==> src/rtl/siso_frame_rx.sv <==
// siso_frame_rx: serial frame receiver aligned to a 1,1,0,0 sync_in pattern.
// The receiver hunts for a rising edge on sync_in and checks one full period
// before it locks. While locked it shifts din in MSB first and presents each
// completed WIDTH-bit word on dout with a valid/ready handshake.
// Optional feature macro: SISO_RX_OVERRUN_EN adds the sticky 'overrun' output.
// Handshake: a word on dout is consumed on a rising clk edge where
// dout_valid=1 and out_ready=1; out_ready has no effect while dout_valid=0.
// fsm_state is a debug view of the FSM: 0=HUNT, 1=VERIFY, 2=LOCK.
`timescale 1ns/1ps

module siso_frame_rx #(
  parameter int WIDTH = 8
) (
  input  logic             clk,
  input  logic             rst,
  input  logic             sync_in,
  input  logic             din,
  input  logic             out_ready,
  output logic [WIDTH-1:0] dout,
  output logic             dout_valid,
  output logic             locked,
  output logic             sync_err,
  output logic [1:0]       fsm_state
`ifdef SISO_RX_OVERRUN_EN
  ,
  output logic             overrun
`endif
);

  localparam int CW = $clog2(WIDTH);

  typedef enum logic [1:0] {
    HUNT   = 2'd0,
    VERIFY = 2'd1,
    LOCK   = 2'd2
  } state_t;

  state_t           state, state_n;
  logic [1:0]       phase, phase_n;
  logic             prev_sync;
  // Holds the WIDTH-1 most recent bits; the word is completed by the
  // current din bit, so the top bit never needs a register of its own.
  logic [WIDTH-2:0] shreg;
  logic [CW-1:0]    bitcnt;

  logic exp_sync;
  logic match;
  logic capture;
  logic clear;
  logic lose;
  logic word_done;
  logic load;

  assign locked    = (state == LOCK);
  assign fsm_state = state;

  // Next-state, phase tracking and capture/discard decisions.
  always_comb begin
    exp_sync = ~phase[1];
    match    = (sync_in == exp_sync);
    state_n  = state;
    phase_n  = phase + 2'd1;
    capture  = 1'b0;
    clear    = 1'b0;
    lose     = 1'b0;
    case (state)
      HUNT: begin
        // Phase stays at 0 while hunting, so the edge cycle is phase 0.
        clear   = 1'b1;
        phase_n = 2'd0;
        if (!prev_sync && sync_in) begin
          state_n = VERIFY;
          phase_n = 2'd1;
        end
      end
      VERIFY: begin
        if (!match) begin
          state_n = HUNT;
          phase_n = 2'd0;
          clear   = 1'b1;
        end else if (phase == 2'd0) begin
          // Full period confirmed; this cycle's din is the first word's MSB.
          state_n = LOCK;
          capture = 1'b1;
        end
      end
      LOCK: begin
        if (!match) begin
          state_n = HUNT;
          phase_n = 2'd0;
          clear   = 1'b1;
          lose    = 1'b1;
        end else begin
          capture = 1'b1;
        end
      end
      default: begin
        state_n = HUNT;
        phase_n = 2'd0;
        clear   = 1'b1;
      end
    endcase
    word_done = capture && (bitcnt == CW'(WIDTH - 1));
    load      = word_done && (!dout_valid || out_ready);
  end

  // FSM state, phase counter and previous sync sample.
  always_ff @(posedge clk or posedge rst) begin
    if (rst) begin
      state     <= HUNT;
      phase     <= 2'd0;
      prev_sync <= 1'b0;
    end else begin
      state     <= state_n;
      phase     <= phase_n;
      prev_sync <= sync_in;
    end
  end

  // Shift register and bit counter; any loss of alignment drops the partial word.
  always_ff @(posedge clk or posedge rst) begin
    if (rst) begin
      shreg  <= '0;
      bitcnt <= '0;
    end else if (clear) begin
      shreg  <= '0;
      bitcnt <= '0;
    end else if (capture) begin
      shreg  <= {shreg[WIDTH-3:0], din};
      bitcnt <= word_done ? '0 : bitcnt + 1'b1;
    end
  end

  // Output word register: load when empty or being consumed, else keep the old word.
  always_ff @(posedge clk or posedge rst) begin
    if (rst) begin
      dout       <= '0;
      dout_valid <= 1'b0;
      sync_err   <= 1'b0;
    end else begin
      sync_err <= lose;
      if (load) begin
        dout       <= {shreg, din};
        dout_valid <= 1'b1;
      end else if (dout_valid && out_ready) begin
        dout_valid <= 1'b0;
      end
    end
  end

`ifdef SISO_RX_OVERRUN_EN
  logic drop;
  assign drop = word_done && dout_valid && !out_ready;

  // Sticky flag for a completed word lost because dout was still occupied.
  always_ff @(posedge clk or posedge rst) begin
    if (rst) begin
      overrun <= 1'b0;
    end else if (drop) begin
      overrun <= 1'b1;
    end
  end
`endif

endmodule

==> config.mk <==
export PLATFORM = sky130hd
export DESIGN_NAME = siso_frame_rx
export DESIGN_NICKNAME = d
export VERILOG_FILES = /design/src/rtl/siso_frame_rx.sv
export SDC_FILE = /design/constraint.sdc
export NUM_CORES = 1
export LEC_CHECK = 0
export BUFFER_PORTS_ARGS = -buffer_cell sky130_fd_sc_hd__buf_4
export CELL_PAD_IN_SITES_DETAIL_PLACEMENT = 1
export CELL_PAD_IN_SITES_GLOBAL_PLACEMENT = 1
export CORE_ASPECT_RATIO = 0.75
export CORE_MARGIN = 1
export CORE_UTILIZATION = 46
export DETAILED_ROUTE_END_ITERATION = 12
export PLACE_DENSITY = 0.82
export SLEW_MARGIN = 15
export SYNTH_ARGS = -nofsm -noshare
export SYNTH_HDL_FRONTEND = slang
export SYNTH_SLANG_ARGS = --single-unit
export TNS_END_PERCENT = 5
==> constraint.sdc <==
create_clock -name clk -period 4.81 [get_ports clk]
set_input_delay 0.962 -clock clk [delete_from_list [all_inputs] [get_ports clk]]
set_output_delay 0.962 -clock clk [all_outputs]
set_load 0.02 [all_outputs]
After elaboration in Yosys (flattened, before gate mapping)
Index checks and enable logic that the tools add are counted.

cells by class
  reductions and logical operators = 13
  equal/unequal tests = 7
  add/subtract/negate cells = 2
  mux-type cells = 22
  bitwise logic cells = 1

operators with widths
  cell                   count
  $mux W7                2
  $mux W2                5
  $mux W1                9
  $mux W3                3
  $pmux W2 S3            1
  $logic_and A1 B1 Y1    4
  $logic_not A2 Y1       2
  $ne A2 B2 Y1 const B   2
  $pmux W2 S2            1
  $reduce_bool A2 Y1     2
  $add A3 B1 Y3 const B  1
  $eq A3 B3 Y1 const B   1
  $ne A3 B3 Y1 const B   1
  $reduce_and A3 Y1      1
  $add A2 B1 Y2 const B  1
  $eq A2 B1 Y1 const B   1
  $eq A2 B2 Y1 const B   1
  $logic_not A1 Y1       2
  $pmux W1 S2            1
  $reduce_or A2 Y1       1
  $eq A1 B1 Y1           1
  $logic_or A1 B1 Y1     1
  $not A1 Y1             1

storage, ports and cells
  flip-flop bits (word level) = 25
  word-level logic and storage cells = 53
  output and inout bits = 13
  input bits = 5

Longest topological paths before layout
Gate-level depths: netlist (run 1).

  depth after elaboration = 8
  depth in mapped cells = 7
  mapped depth without buffers = 6

Least setup slack after synthesis (run 1)
OpenSTA, ideal clock, no wires.

  path kind = input to register
  start point = in sync_in
  end point = reg dout[0]
  required time = 4.683 ns
  buffers on the path = 1
  setup time = 0.127 ns
  stages = 5
  slack = 2.617 ns
  data arrival time = 2.066 ns
  cells stage by stage = xor2_2 -> a21boi_2 -> and4_1 -> buf_4 -> mux2_1

on the way
  longest elaborated chain between the ends = 5
  elaborated cells between the ends (all ways) = 6
  those cells by class = 1 x eq/ne; 3 x mux; 2 x reduce/logical

RTL lines
  item                               line    RTL
  start, declared                    16      input logic sync_in,
  $eq A1 B1 Y1 *                     60      match = (sync_in == exp_sync);
  $mux W1, on equally long branches  88, 77
  $pmux W1 S2 *                      66      case (state)
  $logic_and A1 B1 Y1 *              103     word_done = capture && (bitcnt == CW'(WIDTH - 1));
  $logic_and A1 B1 Y1 *              104     load = word_done && (!dout_valid || out_ready);
  end signal, assigned               143     dout <= {shreg, din};
  end, declared                      19      output logic [WIDTH-1:0] dout,

Mark *: on every way between the ends. The rest lies on a longest branch, timed or not.
A chain may end at the register's enable or synchronous reset.

Worst setup path after layout (run 1)
Ends and elaborated chain as after synthesis.

==> impl_metrics.csv, run 1 <==
group,metric,value,unit
setup_path,cp_num_buf_inv,1,
finish,diodes,0,
grt,grt_max_degree,26,
finish,final_nets,124,
grt,grt_pass1_wl,3650,um
logic_synthesis,synthTopCellsByCount,"dfrtp_1 (25), mux2i_1 (10), nor2_1 (10)",
setup_path,r2r_cells,6,
logic_synthesis,synth_top_area_share,55.56,%
finish,final_core_util,56.48,%
clocking,postCtsSetupBuffers,0,
routing,routed_via_density,5.034,
sta,hold_viol,0,
finish,fin_area,1304,sq um
logic_synthesis,synth-edff-count,0,
setup_path,crit_chain,"buf_4, xor2_2, a21boi_2, and4_1, mux2_1",
grt,grt_pass1_vias,776,
floorplanning,start_util,48.78,%
clocking,clock_latency,0.32,ns
logic_synthesis,syn-cell-area,1126,sq um
logic_synthesis,synth_most_common_cell,"dfrtp_1",
sta,relSlewSlack,38.43,%
routing,drcViolationCount,0,
logic_synthesis,yosysWarnings,0,
worst_hold_path,min_path_cells,1,
finish,fillers,254,
setup_path,crit_cells,5,
sta,fin_setup_tns,0,ns
setup_path,max_stage_delay,0.67,ns
clocking,path_clk_slew,0.13,ns
grt,grt_overflow_total,0,
setup_path,end_kind,"register",
floorplanning,rows,15,
placement,place_inst,141,
worst_hold_path,hold_class,"reg -> reg",
sta,fin_ws,2.040,ns
clocking,cts_buffer_depth,2,
clocking,cts_root_buf,"clkbuf_4",
clocking,cts_tree,"yes",
logic_synthesis,synth_area_leader_cell,"dfrtp_1",
routing,wire_per_inst,15.35,um
sta,skew,0.007501,ns
sta,period_share,57.58,%
clocking,cts_htree_levels,1,
routing,dr.pass1.iters,4,
sta,holdWs,0.5036,ns
placement,place_ws,1.715,ns
placement,port_buffers,17,
finish,final_cell_count_no_fill,145,
power_and_ir_drop,leakage,0.6577,nW
power_and_ir_drop,ir_drop,0.2631,mV
power_and_ir_drop,p_total,548.3,uW
routing,drt_iter0_markers,7,
logic_synthesis,yosysSeqAreaShare,55.56,%
setup_path,start_kind,"primary input",
clocking,hold_buffers,0,
run,maxCapViolations,0,
finish,area_delta_synth_final,15.78,%
sta,clock.fmax,361.0,MHz
clocking,numCtsBuffers,3,
routing,vias,730,
routing,totalWireLength,2226,um
floorplanning,coreArea,2308,sq um
logic_synthesis,synth-main-ff-cell,"dfrtp_1",
clocking,cts_sinks,25,
finish,drive_above_1_share,19.82,%
setup_path,path_max_fanout,13,
outcome,outcome,"complete, no violations",
grt,grt_usage,19.60,%
logic_synthesis,synthDistinctLibCells,19,
logic_synthesis,syn_nets,105,
logic_synthesis,synth_area_per_cell,12.11,sq um
sta,tightest_slew,0.9226,ns
setup_path,cp.required,5.02,ns
routing,ant_nets,0,
placement,place_congestion,0.7134,
placement,hpwl,1720,um
logic_synthesis,ys_top_cells_by_area,"dfrtp_1 (56%), mux2i_1 (8.9%), mux2_1 (8.0%)",
setup_path,critPathArrivalTime,2.98,ns
power_and_ir_drop,power.density,420.6,nW/um^2
floorplanning,fp.dieH,44.85,um
placement,placed_area,1277,sq um
logic_synthesis,ys_seq_elements,25,
setup_path,crit_slowest_cell,"a21boi_2",
floorplanning,die_area,2652,sq um
grt,antenna_found_initial,0,
floorplanning,io-pin-count,18,
floorplanning,die_x,59.13,um
setup_path,path_class,"in -> reg",
sta,rsz0062_at_grt,"false",
sta,setup_violations,0,
logic_synthesis,syn_inst,93,
sta,min_period,2.770,ns
logic_synthesis,synthArstFlopShare,100.0,%
setup_path,cp_top_family,"compound AO/OA/AOI/OAI gates",
sta,drv_slew,0,
clocking,cts_resized,0,
-- cell families (layout without fill, tap and decap cells) --
family | after synthesis | in the layout | share of synthesized area, %
compound gates | 8 | 8 | 4.111
xor+xnor | 1 | 1 | 1.445
fa+ha+maj | 7 | 7 | 7.777
buf+inv | 10 | 28 | 4.000
flops | 25 | 25 | 55.56
mux | 18 | 18 | 16.89
simple gates | 24 | 24 | 10.22
-- cells in the final DEF (no fill, tap or decap), types with 2 or more instances in the layout --
| master | instances |
|---|---|
| dfrtp_1 | 25 |
| buf_4 | 17 |
| mux2i_1 | 10 |
| nor2_1 | 10 |
| mux2_1 | 8 |
| inv_1 | 7 |
| ha_1 | 7 |
| nand2_1 | 5 |
| a21oi_1 | 5 |
| clkbuf_4 | 3 |
| nor2b_1 | 2 |
| o21ai_0 | 2 |
| nand2b_1 | 2 |
| nand3_1 | 2 |
-- per-layer routing --
layer | global-route usage (%) | vias up | wire length (um)
li1 | - | 344 | -
met1 | 24.30 | 369 | 1028
met2 | 33.41 | 14 | 1095
met3 | 6.877 | 3 | 83
met4 | 4.286 | 0 | 18
met5 | 0 | - | 0
-- where the power goes --
group	switching, mW	internal, mW	total [mW]	leakage [nW]
clock network	0.0596	0.0325	0.0921	0.0150
logic	0.130	0.0810	0.211	0.299
registers	0.0168	0.228	0.245	0.344
-- path summary, 6_finish.rpt --
kind                       endpoint  slack [ns]         start
setup / recovery            dout[0]        2.04       sync_in
hold / removal              dout[7]        0.50       dout[7]
setup reg to reg            dout[0]        2.33  fsm_state[0]
hold reg to reg             dout[7]        0.50       dout[7]
max in group asynchronous  shreg[6]        3.42           rst
min in group asynchronous  shreg[5]        0.84           rst
-- flip-flops by register name (all words and copies together) (netlist names) --
name and flops:
dout 8, shreg 7, dout_valid 1, bitcnt 3, fsm_state 2, sync_err 1, prev_sync 1, phase 2
-- final cells by class --
cell class	count	area, sq um	area share (%)
Multi-Input combinational cell	58	455.4	34.93
Timing Repair Buffer	17	127.6	9.789
Sequential cell	25	625.6	47.98
Tap cell	34	42.54	3.263
Clock buffer	4	26.28	2.015
Inverter	7	26.28	2.015
Note: power is estimated with default switching activity, not from simulation.
==> inputs of run 2 (changes only) <==
ABC_AREA = 1   (was default)
CORE_UTILIZATION = 37   (was 46)
PLACE_DENSITY = 0.73   (was 0.82)
clock period = 2.3 ns   (was 4.81 ns; I/O delays follow)
==> run 2 against run 1 <==
Wire length rose by 9.8%. Count of clock-buffer cells in the layout fell by 1. Sequential power up 110%. Final area up 7.9%. Die area rose by 30%. Critical path type is now reg -> reg.
==> impl_metrics.csv, run 2 <==
group,metric,value,unit
clocking,path_clk_slew,0.09,ns
placement,port_buffers,17,
logic_synthesis,synthTopCellsByCount,"nand2_1 (50), dfrtp_1 (25), nand4_1 (13)",
routing,routed_via_density,4.878,
setup_path,cpMostUsedCell,"nand2_1",
clocking,clock_latency,0.27,ns
setup_path,cp_top_family,"simple AND/OR/NAND/NOR gates",
finish,area_delta_synth_final,17.82,%
setup_path,r2r_slack,0.61,ns
clocking,numCtsBuffers,3,
grt,antenna_found_initial,0,
logic_synthesis,ys_top_cells_by_area,"dfrtp_1 (52%), nand2_1 (16%), ha_1 (7.3%)",
finish,top_register,"dout",
logic_synthesis,yosysWarnings,0,
setup_path,path_class,"reg -> reg",
setup_path,start_kind,"register",
logic_synthesis,syn-cell-area,1194,sq um
routing,ant_nets,0,
clocking,hold_buffers,0,
clocking,cts_buffer_depth,2,
sta,rsz0062_at_grt,"false",
setup_path,path_max_fanout,16,
grt,grt_usage,16.91,%
logic_synthesis,synth_area_per_cell,9.112,sq um
setup_path,max_stage_delay,0.44,ns
sta,tightest_slew,0.3861,ns
grt,grt_max_degree,24,
clocking,cts_htree_levels,1,
clocking,cts_sinks,25,
sta,clock.fmax,592.1,MHz
routing,dr.pass1.iters,4,
finish,largest_register_ffs,8,
sta,drv_slew,0,
placement,hpwl,1906,um
placement,place_congestion,0.7922,
finish,final_common_cell,"nand2_1",
routing,drt_iter0_markers,37,
routing,vias,922,
logic_synthesis,syn_nets,143,
finish,final_nets,164,
sta,min_period,1.689,ns
setup_path,r2r_end,"shreg[4]",
logic_synthesis,synth_most_common_cell,"nand2_1",
floorplanning,die_area,3460,sq um
setup_path,r2r_cells,8,
setup_path,crit_slowest_cell,"dfrtp_1",
finish,drive_above_1_share,19.87,%
floorplanning,rows,17,
setup_path,critPathArrivalTime,1.85,ns
logic_synthesis,synth_area_leader_cell,"dfrtp_1",
sta,hold_viol,0,
setup_path,timing.rr.start,"fsm_state[0]",
routing,drcViolationCount,0,
setup_path,end_kind,"register",
run,maxCapViolations,0,
setup_path,crit_chain,"inv_1, ha_1, nand3_2, nand2_1, buf_4, nor2_8, nand2_1, nand2_1",
floorplanning,fp.dieH,51.19,um
grt,grt_overflow_total,0,
sta,relSlewSlack,74.20,%
sta,fin_ws,0.6110,ns
sta,setup_violations,0,
floorplanning,die_x,67.59,um
clocking,cts_root_buf,"clkbuf_8",
logic_synthesis,synth_top_area_share,52.41,%
sta,period_share,73.44,%
setup_path,crit_cells,8,
logic_synthesis,yosysSeqAreaShare,52.41,%
outcome,outcome,"complete, no violations",
power_and_ir_drop,leakage,0.7895,nW
power_and_ir_drop,power.density,905.4,nW/um^2
logic_synthesis,synth-edff-count,0,
placement,place_ws,0.6119,ns
routing,totalWireLength,2444,um
worst_hold_path,hold_class,"in -> async",
grt,grt_pass1_wl,4229,um
logic_synthesis,synth-main-ff-cell,"dfrtp_1",
clocking,postCtsSetupBuffers,0,
logic_synthesis,syn_inst,131,
clocking,cts_tree,"yes",
floorplanning,io-pin-count,18,
power_and_ir_drop,p_total,1.273,mW
logic_synthesis,synthArstFlopShare,100.0,%
logic_synthesis,synthDistinctLibCells,20,
grt,grt_pass1_vias,907,
setup_path,cp_num_buf_inv,2,
routing,wire_per_inst,12.93,um
finish,reg_top3,"dout x8, shreg x7, bitcnt x3",
power_and_ir_drop,ir_drop,0.4000,mV
setup_path,cp.required,2.46,ns
sta,skew,0.006763,ns
finish,diodes,0,
sta,fin_setup_tns,0,ns
logic_synthesis,ys_seq_elements,25,
finish,final_cell_mix,"nand2_1 (50), dfrtp_1 (25), buf_4 (19)",
floorplanning,coreArea,2999,sq um
floorplanning,start_util,39.80,%
clocking,cts_resized,0,
-- run 2: cell type report --
type	instances	area, sq um
clock buffer	3	41.29
sequential	25	625.6
fill	359	1593
tap	38	47.55
inverter	13	48.80
clock inverter	1	5.005
timing repair buffer	19	142.6
multi-input combinational	90	495.5
-- run 2: power breakdown --
group	switching, mW	leakage [nW]	total (mW)	internal [mW]
clock network	0.137	0.0255	0.258	0.121
logic	0.339	0.420	0.505	0.166
registers	0.0341	0.344	0.511	0.477
total	0.510	0.789	1.27	0.764
-- run 2: logic make-up (layout without fill, tap and decap cells) --
| kind of cell | count (synthesis) | after routing | share of synthesized area (%) |
|---|---|---|---|
| compound gates | 3 | 3 | 1.467 |
| fa+ha+maj | 7 | 7 | 7.337 |
| buf+inv | 16 | 36 | 6.080 |
| flops | 25 | 25 | 52.41 |
| simple gates | 80 | 80 | 32.70 |
-- run 2: worst reg2reg max path, delay by kind of cell, from the launching register on --
kind | cells | cell delay (ns)
simple gates | 5 | 0.55
flops | 1 | 0.44
buf+inv | 2 | 0.39
fa+ha+maj | 1 | 0.21
-- run 2: how the worst max path moves through the flow --
stage               slack, ns   endpoint         start
floorplan                0.69    dout[0]  fsm_state[0]
global placement         0.67  bitcnt[0]       sync_in
detailed placement       0.61   shreg[4]       sync_in
CTS                      0.61   shreg[4]  fsm_state[0]
global route             0.46    dout[0]  fsm_state[0]
finish                   0.61   shreg[4]  fsm_state[0]
-- run 2: metal layers --
metal | wire length, um | vias up | global-route usage (%)
li1 | - | 469 | -
met1 | 1167 | 428 | 23.06
met2 | 1119 | 19 | 24.92
met3 | 120 | 6 | 6.027
met4 | 36 | 0 | 4.965
met5 | 0 | - | 0
-- run 2: stage by stage --
| step | cells | area (sq um) | hold WS (ns) | util, % |
|---|---|---|---|---|
| 2_1_floorplan | 131 | 1194 | 0.4425 | - |
| 5_1_grt | 189 | 1406 | 0.02785 | 46.89 |
| 3_3_place_gp | 185 | 1360 | 0.3320 | 45.35 |
| 3_5_place_dp | 185 | 1360 | 0.3370 | 45.35 |
| 6_report | 189 | 1406 | 0.03919 | 46.89 |
| 4_1_cts | 189 | 1406 | 0.03479 | 46.89 |
==> inputs of run 3 (changes only) <==
CORE_UTILIZATION = 41   (was 37)
PLACE_DENSITY = 0.77   (was 0.73)
clock period = 1.7 ns   (was 2.3 ns; I/O delays follow)
==> run 3 against run 2 <==
Global-route usage is 2.0 points higher. Register-to-register slack worse by 0.47 ns. Final area is 1.7% higher. Via count is 4.9% higher. Sequential power is 35% higher. Cell count is 0.53% higher. Largest power group is now combinational logic. Core utilization is 6.4 points higher.
==> impl_metrics.csv, run 3 (same netlist as run 2, synthesis figures left out) <==
group,metric,value,unit
floorplanning,io-pin-count,18,
sta,fin_ws,0.1456,ns
finish,largest_register_ffs,8,
placement,hpwl,2067,um
finish,drive_above_1_share,22.08,%
finish,final_cell_mix,"nand2_1 (50), dfrtp_1 (24), buf_4 (22)",
placement,place_ws,0.06066,ns
setup_path,cpMostUsedCell,"nand2_1",
setup_path,critPathArrivalTime,1.70,ns
sta,tightest_slew,0.3655,ns
setup_path,cp.required,1.84,ns
finish,reg_top3,"dout x8, shreg x7, bitcnt x3",
routing,totalWireLength,2631,um
routing,ant_nets,0,
clocking,path_clk_slew,0.09,ns
sta,relSlewSlack,75.58,%
finish,fillers,326,
finish,final_nets,167,
routing,routed_via_density,5.089,
routing,dr.pass1.iters,4,
power_and_ir_drop,ir_drop,0.6781,mV
setup_path,end_kind,"register",
finish,register_area,626.9,sq um
finish,multiInputGateArea,495.5,sq um
routing,wire_per_inst,13.85,um
grt,grt_pass1_wl,4547,um
setup_path,start_kind,"register",
clocking,cts_htree_levels,1,
clocking,clock_latency,0.27,ns
sta,rsz0062_at_grt,"false",
floorplanning,die_x,64.31,um
placement,port_buffers,17,
routing,vias,967,
setup_path,r2r_end,"dout_valid",
setup_path,r2r_slack,0.15,ns
sta,setup_violations,0,
clocking,cts_root_buf,"clkbuf_8",
worst_hold_path,hold_class,"in -> async",
grt,grt_overflow_total,0,
sta,period_share,91.43,%
grt,antenna_found_initial,0,
finish,area_delta_synth_final,19.81,%
run,maxCapViolations,0,
routing,drcViolationCount,0,
grt,grt_max_degree,26,
finish,final_common_cell,"nand2_1",
sta,min_period,1.554,ns
clocking,cts_sinks,25,
clocking,numCtsBuffers,3,
clocking,cts_buffer_depth,2,
setup_path,crit_chain,"inv_1, ha_1, nand2_1, clkinvlp_4, nand3_4, nand2_1",
clocking,cts_tree,"yes",
setup_path,max_stage_delay,0.41,ns
sta,drv_slew,0,
sta,holdWs,0.1123,ns
routing,drt_iter0_markers,39,
floorplanning,rows,16,
grt,grt_usage,18.94,%
setup_path,crit_slowest_cell,"dfrtp_2",
sta,hold_viol,0,
floorplanning,die_area,3133,sq um
placement,place_congestion,0.7958,
setup_path,path_max_fanout,9,
floorplanning,start_util,44.50,%
setup_path,r2r_cells,6,
power_and_ir_drop,power.density,1253,nW/um^2
power_and_ir_drop,leakage,0.7986,nW
setup_path,timing.rr.start,"fsm_state[0]",
power_and_ir_drop,p_total,1.792,mW
setup_path,path_class,"reg -> reg",
floorplanning,coreArea,2683,sq um
outcome,outcome,"complete, no violations",
finish,top_register,"dout",
grt,grt_pass1_vias,989,
setup_path,endpoint,"dout_valid",
sta,fin_setup_tns,0,ns
sta,clock.fmax,643.3,MHz
finish,diodes,0,
setup_path,worstSetupStartpoint,"fsm_state[0]",
floorplanning,fp.dieH,48.73,um
sta,skew,0.007658,ns
==> run 3: cell types whose count changed in the layout (fill, tap and decap cells not counted), sizes merged <==
cell	before	now
buf	19	22
clkbuf	3	4
clkinv	2	0
clkinvlp	0	1
==> run 3: metal layers <==
layer	GRT usage, %	share of wire, %
met1	25.95	49
met2	29.65	47
met3	4.953	3.0
met4	5.185	1.5
met5	0	0
==> run 3: worst min-delay path by stage <==
stage               slack [ns]  start  depth (start not counted)         end
global route              0.13    rst                          3  dout_valid
CTS                       0.12    rst                          3    phase[0]
floorplan                 0.37    rst                          1   bitcnt[0]
detailed placement        0.42    rst                          3    phase[0]
global placement          0.41    rst                          3    phase[0]
finish                    0.11    rst                          3  dout_valid
==> run 3: critical path, delay by kind of cell, from the launching register on <==
kind | cells | cell delay, ns
AND/OR/NAND/NOR | 3 | 0.42
flip-flops | 1 | 0.41
adder cells (fa/ha/maj) | 1 | 0.32
buffers and inverters | 2 | 0.28
==> run 3: power breakdown <==
group	total [mW]	switching (mW)	leakage (nW)	internal, mW
Clock	0.349	0.182	0.0228	0.168
Combinational	0.752	0.481	0.433	0.271
Sequential	0.691	0.0441	0.343	0.647
==> run 3: cell type report <==
cell class	instances	area share [%]
repair buffers	22	11.55
flip-flops and latches	25	43.83
well taps	36	3.150
multi-input cells	90	34.65
inverters	13	3.675
clock buffers	4	3.150
==> run 3: what timing repair did <==
| item | 4_1_cts | 5_1_grt |
|---|---|---|
| buffers inserted | 0 | 0 |
| hold endpoints to repair | 0 | 0 |
| gates resized for setup | 0 | 2 |
| hold buffers | 0 | 0 |
| endpoints found under the setup margin | 0 | 15 |
==> run 3: per-stage QoR <==
step           cells  utilization, %  instance area, sq um
2_1_floorplan    131               -                  1194
3_3_place_gp     186           51.45                  1380
3_5_place_dp     186           51.45                  1380
4_1_cts          190           53.13                  1425
5_1_grt          190           53.31                  1430
6_report         190           53.31                  1430
